$ cat src/rtl/rv32_bus_pkg.sv
// Shared types and the byte-strobe legality check for the RV32 data-memory bus adapter.
package rv32_bus_pkg;

  typedef enum logic [1:0] {IDLE, REQ, RESP, DONE} dmem_state_t;

  localparam logic [3:0] STRB_LOAD = 4'b0000;
  localparam logic [3:0] STRB_B0   = 4'b0001;
  localparam logic [3:0] STRB_B1   = 4'b0010;
  localparam logic [3:0] STRB_B2   = 4'b0100;
  localparam logic [3:0] STRB_B3   = 4'b1000;
  localparam logic [3:0] STRB_H0   = 4'b0011;
  localparam logic [3:0] STRB_H1   = 4'b1100;
  localparam logic [3:0] STRB_W    = 4'b1111;

  // Halfwords must be 2-byte aligned, words 4-byte aligned; anything else faults.
  function automatic logic strb_legal(input logic [3:0] we, input logic [1:0] addr);
    logic ok;
    case (we)
      STRB_LOAD, STRB_B0, STRB_B1, STRB_B2, STRB_B3: ok = 1'b1;
      STRB_H0, STRB_H1:                              ok = ~addr[0];
      STRB_W:                                        ok = (addr == 2'b00);
      default:                                       ok = 1'b0;
    endcase
    return ok;
  endfunction

endpackage

$ cat src/rtl/rv32_dmem_bus_adapter.sv
// Converts single-cycle core loads/stores into req/gnt + rvalid bus transactions,
// stalling the core until completion and bounding the response wait with a timeout.
module rv32_dmem_bus_adapter
  import rv32_bus_pkg::*;
#(
  parameter int unsigned TIMEOUT_CYCLES = 255,
  parameter int unsigned TO_WIDTH       = 8
) (
  input  logic        clk_i,
  input  logic        rst_i,
  input  logic        core_req_i,
  input  logic [3:0]  core_we_i,
  input  logic [31:0] core_addr_i,
  input  logic [31:0] core_wdata_i,
  output logic        core_stall_o,
  output logic        core_rvalid_o,
  output logic [31:0] core_rdata_o,
  output logic        core_err_o,
  output logic        bus_req_o,
  output logic [3:0]  bus_we_o,
  output logic [31:0] bus_addr_o,
  output logic [31:0] bus_wdata_o,
  input  logic        bus_gnt_i,
  input  logic        bus_rvalid_i,
  input  logic [31:0] bus_rdata_i,
  input  logic        bus_err_i
);

  localparam bit                  TO_EN    = (TIMEOUT_CYCLES != 0);
  localparam logic [TO_WIDTH-1:0] TO_LIMIT = TO_WIDTH'(TIMEOUT_CYCLES);

  dmem_state_t         state;
  logic [TO_WIDTH-1:0] to_cnt;
  logic                to_fire;

  // Fires in the TIMEOUT_CYCLES-th RESP cycle; a same-cycle rvalid still takes priority.
  assign to_fire = TO_EN && ((to_cnt + TO_WIDTH'(1)) == TO_LIMIT);

  assign core_stall_o = ((state == IDLE) && core_req_i) || (state == REQ) || (state == RESP);

  always_ff @(posedge clk_i) begin
    if (rst_i) begin
      state         <= IDLE;
      to_cnt        <= '0;
      core_rvalid_o <= 1'b0;
      core_rdata_o  <= '0;
      core_err_o    <= 1'b0;
      bus_req_o     <= 1'b0;
      bus_we_o      <= '0;
      bus_addr_o    <= '0;
      bus_wdata_o   <= '0;
    end else begin
      core_rvalid_o <= 1'b0;
      case (state)
        IDLE: begin
          if (core_req_i) begin
            if (strb_legal(core_we_i, core_addr_i[1:0])) begin
              state       <= REQ;
              bus_req_o   <= 1'b1;
              bus_we_o    <= core_we_i;
              bus_addr_o  <= {core_addr_i[31:2], 2'b00};
              bus_wdata_o <= core_wdata_i;
            end else begin
              state         <= DONE;
              core_rvalid_o <= 1'b1;
              core_rdata_o  <= '0;
              core_err_o    <= 1'b1;
            end
          end
        end
        REQ: begin
          if (bus_gnt_i) begin
            bus_req_o <= 1'b0;
            if (bus_rvalid_i) begin
              state         <= DONE;
              core_rvalid_o <= 1'b1;
              core_rdata_o  <= bus_rdata_i;
              core_err_o    <= bus_err_i;
            end else begin
              state  <= RESP;
              to_cnt <= '0;
            end
          end
        end
        RESP: begin
          if (bus_rvalid_i) begin
            state         <= DONE;
            core_rvalid_o <= 1'b1;
            core_rdata_o  <= bus_rdata_i;
            core_err_o    <= bus_err_i;
          end else if (to_fire) begin
            state         <= DONE;
            core_rvalid_o <= 1'b1;
            core_rdata_o  <= '0;
            core_err_o    <= 1'b1;
          end else begin
            to_cnt <= to_cnt + TO_WIDTH'(1);
          end
        end
        DONE: state <= IDLE;
        default: state <= IDLE;
      endcase
    end
  end

endmodule

$ cat config.mk
export PLATFORM = sky130hd
export DESIGN_NAME = rv32_dmem_bus_adapter
export DESIGN_NICKNAME = d
export VERILOG_FILES = /design/src/rtl/rv32_bus_pkg.sv /design/src/rtl/rv32_dmem_bus_adapter.sv
export SDC_FILE = /design/constraint.sdc
export NUM_CORES = 1
export LEC_CHECK = 0
export ABC_AREA = 1
export BUFFER_PORTS_ARGS = -buffer_cell sky130_fd_sc_hd__buf_2
export CAP_MARGIN = 15
export CORE_MARGIN = 2
export CORE_UTILIZATION = 43
export CTS_CLUSTER_SIZE = 12
export DETAILED_ROUTE_END_ITERATION = 16
export HOLD_SLACK_MARGIN = 0.08
export PLACE_DENSITY = 0.76
export SLEW_MARGIN = 10
export SYNTH_ARGS = -nofsm -noshare
export SYNTH_HDL_FRONTEND = slang
export SYNTH_SLANG_ARGS = --single-unit
$ cat constraint.sdc
create_clock -name clk_i -period 2 [get_ports clk_i]
set_clock_uncertainty 0.2 [all_clocks]
set_input_delay 0.4 -clock clk_i [delete_from_list [all_inputs] [get_ports clk_i]]
set_output_delay 0.4 -clock clk_i [all_outputs]
set_load 0.005 [all_outputs]
# Word level (Yosys, flattened, before mapping)
# Cells that the tools add are included.
[word_totals]
ff_bits = 111
in_bits = 106
output_inout_bits = 104
elab_cells = 88
[op_classes]
n_addsub = 1
eq_ne = 20
mux = 41
bitwise = 1
reduce_logical = 16
[op_table]
columns = ["op", "n"]
rows = [
  ["2-to-1 mux 32 bit", 6],
  ["one-hot mux 32 bit (3 select lines)", 1],
  ["2-to-1 mux 8 bit", 4],
  ["2-to-1 mux 1 bit", 19],
  ["one-hot mux 8 bit (2 select lines)", 1],
  ["!= test 2 bit, second input constant", 7],
  ["equality test 4 bit, second input constant", 3],
  ["2-to-1 mux 2 bit", 5],
  ["one-hot mux 1 bit (3 select lines)", 3],
  ["adder 8 x 1 -> 8 bit, second input constant", 1],
  ["equality test 4 x 2 -> 1 bit, second input constant", 2],
  ["equality test 8 bit, second input constant", 1],
  ["one-hot mux 2 bit (4 select lines)", 1],
  ["AND reduction 3 bit", 2],
  ["AND reduction 6 bit", 1],
  ["AND reduction 5 bit", 1],
  ["OR reduction 5 bit", 1],
  ["equality test 2 bit, second input constant", 2],
  ["equality test 4 x 1 -> 1 bit, second input constant", 1],
  ["equality test 4 x 3 -> 1 bit, second input constant", 1],
  ["zero test 2 bit", 2],
  ["zero test 4 bit", 1],
  ["AND reduction 4 bit", 1],
  ["nonzero test 2 bit", 2],
  ["9 further kinds", 10],
]

# Logic depth before layout (Yosys ltp)
# Gate-level depths: netlist (run 1).
[logic_depth]
depth_word = 9
depth_mapped = 14

# Least setup slack after synthesis (run 1)
# No wires, ideal clock.
[synth_path]
path_kind = "register to register"
startpoint = "register state[1]"
endpoint = "register core_err_o"
setup_ns = 0.113
arrival_ns = 1.645
required_ns = 1.687
path_slack_ns = 0.042
path_stages_with_launch = 13
n_path_buf = 1
synth_period_minus_slack_ns = 1.958
path_cell_list = "dfxtp_1 > inv_1 > ha_1 > inv_1 > nor2_1 > inv_1 > o21ai_0 > clkinv_1 > nand3_4 > buf_6 > nand2_1 > nand2_1 > nor2_1"
[synth_via]
elab_chain_len = 3
[synth_rtl]
columns = ["item", "line", "text"]
rows = [
  ["start, declared", "rv32_dmem_bus_adapter.sv:32", "dmem_state_t state;"],
  ["start signal, assigned", "rv32_dmem_bus_adapter.sv:43", "state <= IDLE;"],
  ["start signal, assigned", "rv32_dmem_bus_adapter.sv:58", "state <= REQ;"],
  ["start signal, assigned", "rv32_dmem_bus_adapter.sv:64", "state <= DONE;"],
  ["equality test 2 bit, or another cell as far along", "rv32_dmem_bus_adapter.sv:54", "case (state)"],
  ["!= test 3 bit (no source line), or another cell as far along", "--", ""],
  ["AND reduction 6 bit (no source line)", "--", ""],
  ["end signal, assigned", "rv32_dmem_bus_adapter.sv:78", "core_err_o <= bus_err_i;"],
  ["end signal, assigned", "rv32_dmem_bus_adapter.sv:90", "core_err_o <= bus_err_i;"],
  ["end, declared", "rv32_dmem_bus_adapter.sv:18", "output logic core_err_o,"],
]
# Several ways; a longest one is shown, not always the timed one.
# A chain may end at the register's enable or synchronous reset.

# Worst setup path after layout (run 1)
[layout_path]
startpoint = "register to_cnt[1]"
endpoint = "register core_rdata_o[26]"
[layout_via]
elab_chain_len = 4
[layout_rtl]
columns = ["item", "line", "text"]
rows = [
  ["start, declared", "rv32_dmem_bus_adapter.sv:33", "logic [TO_WIDTH-1:0] to_cnt;"],
  ["start signal, assigned", "rv32_dmem_bus_adapter.sv:97", "to_cnt <= to_cnt + TO_WIDTH'(1);"],
  ["adder 8 x 1 -> 8 bit", "rv32_dmem_bus_adapter.sv:37", "assign to_fire = TO_EN && ((to_cnt + TO_WIDTH'(1)) == TO_LIMIT);"],
  ["equality test 8 bit", "rv32_dmem_bus_adapter.sv:37", ""],
  ["!= test 3 bit (no source line)", "--", ""],
  ["AND reduction 6 bit (no source line)", "--", ""],
  ["end signal, assigned", "rv32_dmem_bus_adapter.sv:77", "core_rdata_o <= bus_rdata_i;"],
  ["end signal, assigned", "rv32_dmem_bus_adapter.sv:89", "core_rdata_o <= bus_rdata_i;"],
  ["end, declared", "rv32_dmem_bus_adapter.sv:17", "output logic [31:0] core_rdata_o,"],
]
# No other way between the ends.

==> metrics.txt, run 1 <==
top cells by area, synth dfxtp_1, nor2_1, nand2_1; clock sink count 111; asr flop ratio synth 0%; DRT antenna net count 0; vias in the first global route 4478; Leakage 3.524 nW; worst endpoint data arrival time 2130 ps; flops & latches, synth 111; most frequent cell after synthesis nor2_1; Final Util 61.33%; total CTS buffers 9; n_diodes 0; Chip Height 111.5 um; WL/cell 12.67 um; failing checks setup timing; sequential area share after synthesis 44.74%; Die ar. 12430 um^2; max-slew violations 0; Mapped Cells 735; # H-tree levels 3; residual DRC count 0; largest net degree at the start of global routing 62; antenna violations before repair 0; clock tree buffer depth 2; Max Cap Viol 0; Routed Wire Length 13930 um; TritonCTS clock tree built; fin crit share 102.9%; Synth Cell Area 4967 um^2; CTS clk-pin slew, worst paths 70 ps; critical path class reg -> reg; share of cells above drive strength 1 33.47%; # IOs 210; Synth Flop Type dfxtp_1; GRT overflow 0; min cycle time layout 2058 ps; vias per cell 4.809; IO buf count 207; Synth top cells by count nor2_1, nand2_1, dfxtp_1; Tot Pwr 0.009403 W; clock latency on the worst-skew pair 340 ps; RSZ-0062 raised after global routing yes; CP Launch Type flop; gr usage total 20.67%; starting density of the core 43.69%; Yosys Warn Count 0; Vias 5285; DR pass1 iterations 10; fillers 1062; DP Wirelength 9188 um; crit path max fanout 7; Synth top area share 44.74%; Layout area overhead 40.38%; crit path capture type flop; Unique masters post-synth 24; fin worst setup slack -57.65 ps; met1 Resource Use GR 27.67%; Final Hold Fails 0; Hold WC Path Type in -> reg; drt initial violations 405; largest area contributor in the netlist dfxtp_1; outcome complete, but fails checks; Max Clk Rate 486.0 MHz; nets@finish 1064; gr busiest metal met2; Req. time, crit path 2080 ps; Setup violations, final 16; first-pass GRT wire length 21270 um; hold buffers post-CTS 0; Max rail drop VDD 883.8 uV; Post-synth EDFFs 0; Site Rows 39; Power Dens Cells 1348 nW/um^2; Die X 111.5 um; Clock Tree Root clkbuf_16; syn_area_per_cell 6.758 um^2; GR Util met2 32.36%; RePlAce Congestion 0.8192; CORE AREA 11370 um^2; met3 global-route usage 6.260%
==> cells by family after synthesis <==
group / share of synthesized area, %
DFF: 44.74
adders and majority gates: 1.763
and+or+nand+nor: 33.27
other: 0.07549
buffers and inverters: 11.39
AOI/OAI and AO/OA: 8.766
==> path summary, 6_finish.rpt <==
kind	start	endpoint	slack, ps	cells past startpoint
setup reg to reg	to_cnt[1]	core_rdata_o[26]	-60	14
hold reg to reg	bus_addr_o[6]	bus_addr_o[6]	280	2
setup / recovery	to_cnt[1]	core_rdata_o[26]	-60	14
hold / removal	core_wdata_i[15]	bus_wdata_o[15]	100	3
==> worst max-delay path, cell delays in order (launching register included) <==
cell       delay (ps)
dfxtp_2           360
ha_4              160
nand2_2            70
inv_2              80
nand3_1           100
nand2_1            70
nand2_1            70
nor2_2            120
nand2_2            90
nand2_4            90
nand3_4           160
clkbuf_16         220
nand2_1            60
inv_1              50
nor2_1             90
==> repair_timing <==
action	4_1_cts	5_1_grt
pin swaps	0	31
setup buffers	0	3
cloned	0	7
setup endpoints to repair	35	44
resized for setup	12	43
==> sequential cells by signal (all words and copies together), names as in the netlist <==
register       flops
core_rvalid_o      1
bus_req_o          1
bus_addr_o        30
bus_wdata_o       32
core_rdata_o      32
state              2
to_cnt             8
core_err_o         1
bus_we_o           4
==> layout make-up <==
cell class	count	area [um^2]	area share, %
clock inverters	5	63.81	0.9151
flip-flops and latches	111	2230	31.98
repair buffers	251	1603	22.99
inverters	92	347.8	4.988
well taps	143	178.9	2.566
multi-input cells	486	2297	32.94
clock buffers	11	252.7	3.625
==> cell usage in the layout (no fill, tap or decap), types with 2 or more instances in the layout <==
| cell | count |
|---|---|
| nor2_1 | 184 |
| nand2_2 | 17 |
| inv_1 | 80 |
| ha_4 | 2 |
| nand3_1 | 46 |
| dfxtp_2 | 6 |
| conb_1 | 2 |
| ha_1 | 2 |
| clkbuf_16 | 13 |
| o21ai_1 | 2 |
| buf_12 | 12 |
| buf_4 | 22 |
| inv_2 | 11 |
| nand2_1 | 95 |
| clkbuf_8 | 2 |
| nand2_4 | 3 |
| a21oi_1 | 12 |
| nand4_1 | 37 |
| buf_6 | 5 |
| buf_2 | 208 |
| ha_2 | 3 |
| clkinv_4 | 2 |
| o21ai_0 | 67 |
| nor2_2 | 5 |
| dfxtp_1 | 105 |
==> power breakdown <==
group	total, W	switching (W)	internal [W]
Clock	0.00189	0.000838	0.00105
Sequential	0.00299	0.000253	0.00273
Combinational	0.00453	0.00250	0.00203
Total	0.00940	0.00359	0.00581
==> per-stage QoR <==
step	std cells	worst slack (ps)	hold WS, ps	cell area [um^2]	setup TNS (ps)
finish	1099	-57.65	96.94	6973	-286.4
global route	1099	-178.3	99.78	6973	-4129
CTS	1090	3.318	82.53	6711	0
detailed placement	1074	-32.52	266.4	6372	-238.3
global placement	1074	12.42	257.1	6372	0
floorplan	736	42.06	254.3	4971	0
==> layer usage <==
layer,up-vias,wire (um)
li1,2732,-
met3,17,1226
met2,221,6460
met5,-,0
met4,0,192
met1,2315,6048
No activity file was read; power rests on OpenSTA's default activity.
==> inputs of run 2 (changes only) <==
Settings changed: CORE_UTILIZATION 43 to 48, PLACE_DENSITY 0.76 to 0.8.
Clock period 2 ns to 2.3 ns, I/O delays scaled along.
==> run 2 against run 1 <==
Against the previous run:
- sequential power is 13% lower
- the run now ends clean
- critical path type is now reg -> out
- sequential share of layout area is 2.7 points higher
- setup slack better by 140 ps
- sequential cell count stayed put
- global-route usage is 2.3 points higher
- via count is 4.7% lower
==> metrics.txt, run 2 (synthesis gave the netlist of run 1 again) <==
Layout area overhead 29.14%; Req. time, crit path 1640 ps (-440 ps); vias per cell 4.731 (-1.6%); Die ar. 11180 um^2 (-10%); drt initial violations 239 (-41%); Final Hold Fails 0 (unchanged); Setup violations, final 0 (-16); gr usage total 22.98% (+2.3 points); clock sink count 111 (unchanged); crit path max fanout 5 (-2); Chip Height 105.7 um (-5.2%); Max Clk Rate 450.3 MHz; max-slew violations 0 (unchanged); TritonCTS clock tree built; DP Wirelength 9130 um (-0.64%); IO buf count 207 (unchanged); share of cells above drive strength 1 27.34% (-6.1 points); n_diodes 0 (unchanged); total CTS buffers 9 (unchanged); Post-CTS Setup Inserts 0 (unchanged); # IOs 210 (unchanged); clock tree buffer depth 2 (unchanged); crit path capture type output port; # H-tree levels 3 (unchanged); multi-input logic area 2218 um^2 (-3.4%); Clock Tree Root clkbuf_8; WL/cell 12.15 um (-4.2%); RePlAce Congestion 0.8521 (+4.0%); CORE AREA 10180 um^2 (-10%); CP Launch Type flop; Die X 105.7 um (-5.2%); fillers 1010 (-4.9%); DR pass1 iterations 4 (-6); Leakage 3.306 nW (-6.2%); Site Rows 37 (-5.1%); min cycle time layout 2221 ps; vias in the first global route 4483 (+0.11%); placed cell count 1049 (-2.3%); Hold WC Path Type in -> reg; Power Dens Cells 1089 nW/um^2 (-19%); outcome finished, final reports clean; Final Util 62.99% (+1.7 points); worst endpoint data arrival time 1560 ps (-570 ps); starting density of the core 48.77% (+5.1 points); commonest non-fill, non-tap cell in the layout buf_2; Largest stage delay, worst path 420 ps (+60 ps); FF+latch area 2227 um^2 (-0.11%); clock latency on the worst-skew pair 360 ps (+20 ps); Max rail drop VDD 715.8 uV (-19%); residual DRC count 0 (unchanged); Max Cap Viol 0 (unchanged); RSZ-0062 raised after global routing yes; nets@finish 1037 (-2.5%); Critical Path Slowest Stage Cell dfxtp_1; first-pass GRT wire length 21110 um (-0.74%); antenna violations before repair 0 (unchanged); Routed Wire Length 12940 um (-7.1%); most frequent cells in the layout buf_2, nor2_1, nand2_1; CTS clk-pin slew, worst paths 120 ps (+50 ps); GRT overflow 0 (unchanged); Layout Cells excl Fill 1065 (-3.1%); Area after DPL 6191 um^2 (-2.8%); largest net degree at the start of global routing 56 (-9.7%); critical path class reg -> out; DRT antenna net count 0 (unchanged); fin crit share 96.56%; cell chain of the critical path inv_1, ha_1, nor2_1, nand2_1, buf_2; Top Registers bus_wdata_o (32), core_rdata_o (32), bus_addr_o (30); cell area after layout 6415 um^2 (-8.0%); Vias 5039 (-4.7%)
[run 2: cell types whose count changed in the layout (fill, tap and decap cells not counted), sizes merged]
cell      change
clkbuf        -5
inv           +2
clkinvlp      -1
buf          -23
bufinv        -1
clkinv        +1
[run 2: worst paths after layout]
kind	start	to	slack [ps]	depth (start not counted)
setup reg to reg	state[0]	core_rdata_o[23]	150	11
hold reg to reg	bus_addr_o[15]	bus_addr_o[15]	290	2
hold / removal	core_wdata_i[17]	bus_wdata_o[17]	140	3
setup / recovery	state[0]	core_stall_o	80	5
[run 2: critical path: cells and delay by family (launching register included)]
family | cells | cell delay, ps
buffers and inverters | 2 | 260
adder cells (fa/ha/maj) | 1 | 230
flip-flops | 1 | 420
AND/OR/NAND/NOR | 2 | 310
[run 2: cell type report]
class / count / share of cell area, %
inverters: 92 / 5.383
repair buffers: 224 / 19.70
multi-input cells: 486 / 34.58
flip-flops and latches: 111 / 34.72
clock buffers: 10 / 1.989
clock inverters: 6 / 0.9752
well taps: 136 / 2.653
[run 2: routing by layer]
layer,global-route usage (%),wire (um)
met4,6.015,121
met3,7.174,1211
met2,38.02,6136
met5,0,0
met1,29.10,5466
[run 2: through the flow]
stage               hold WS (ps)  worst slack [ps]  TNS (ps)  power [W]
floorplan                  254.3             328.5         0   0.004789
finish                     135.4             79.03         0   0.006988
global route               125.6            -46.63    -518.0   0.007629
global placement           254.9             128.1         0   0.005824
detailed placement         265.5             84.34         0   0.005876
CTS                        119.7             61.59         0   0.007019
[run 2: where the power goes]
group | switching (W) | internal, W | total, W
sequential | 0.000216 | 0.00237 | 0.00259
combinational | 0.00193 | 0.00133 | 0.00326
clock | 0.000713 | 0.000425 | 0.00114
total | 0.00286 | 0.00413 | 0.00699
[run 2: what timing repair did]
item,CTS,global route
hold buffers,0,0
endpoints found under the hold margin,0,0
setup endpoints to repair,0,41
gates resized for setup,0,10
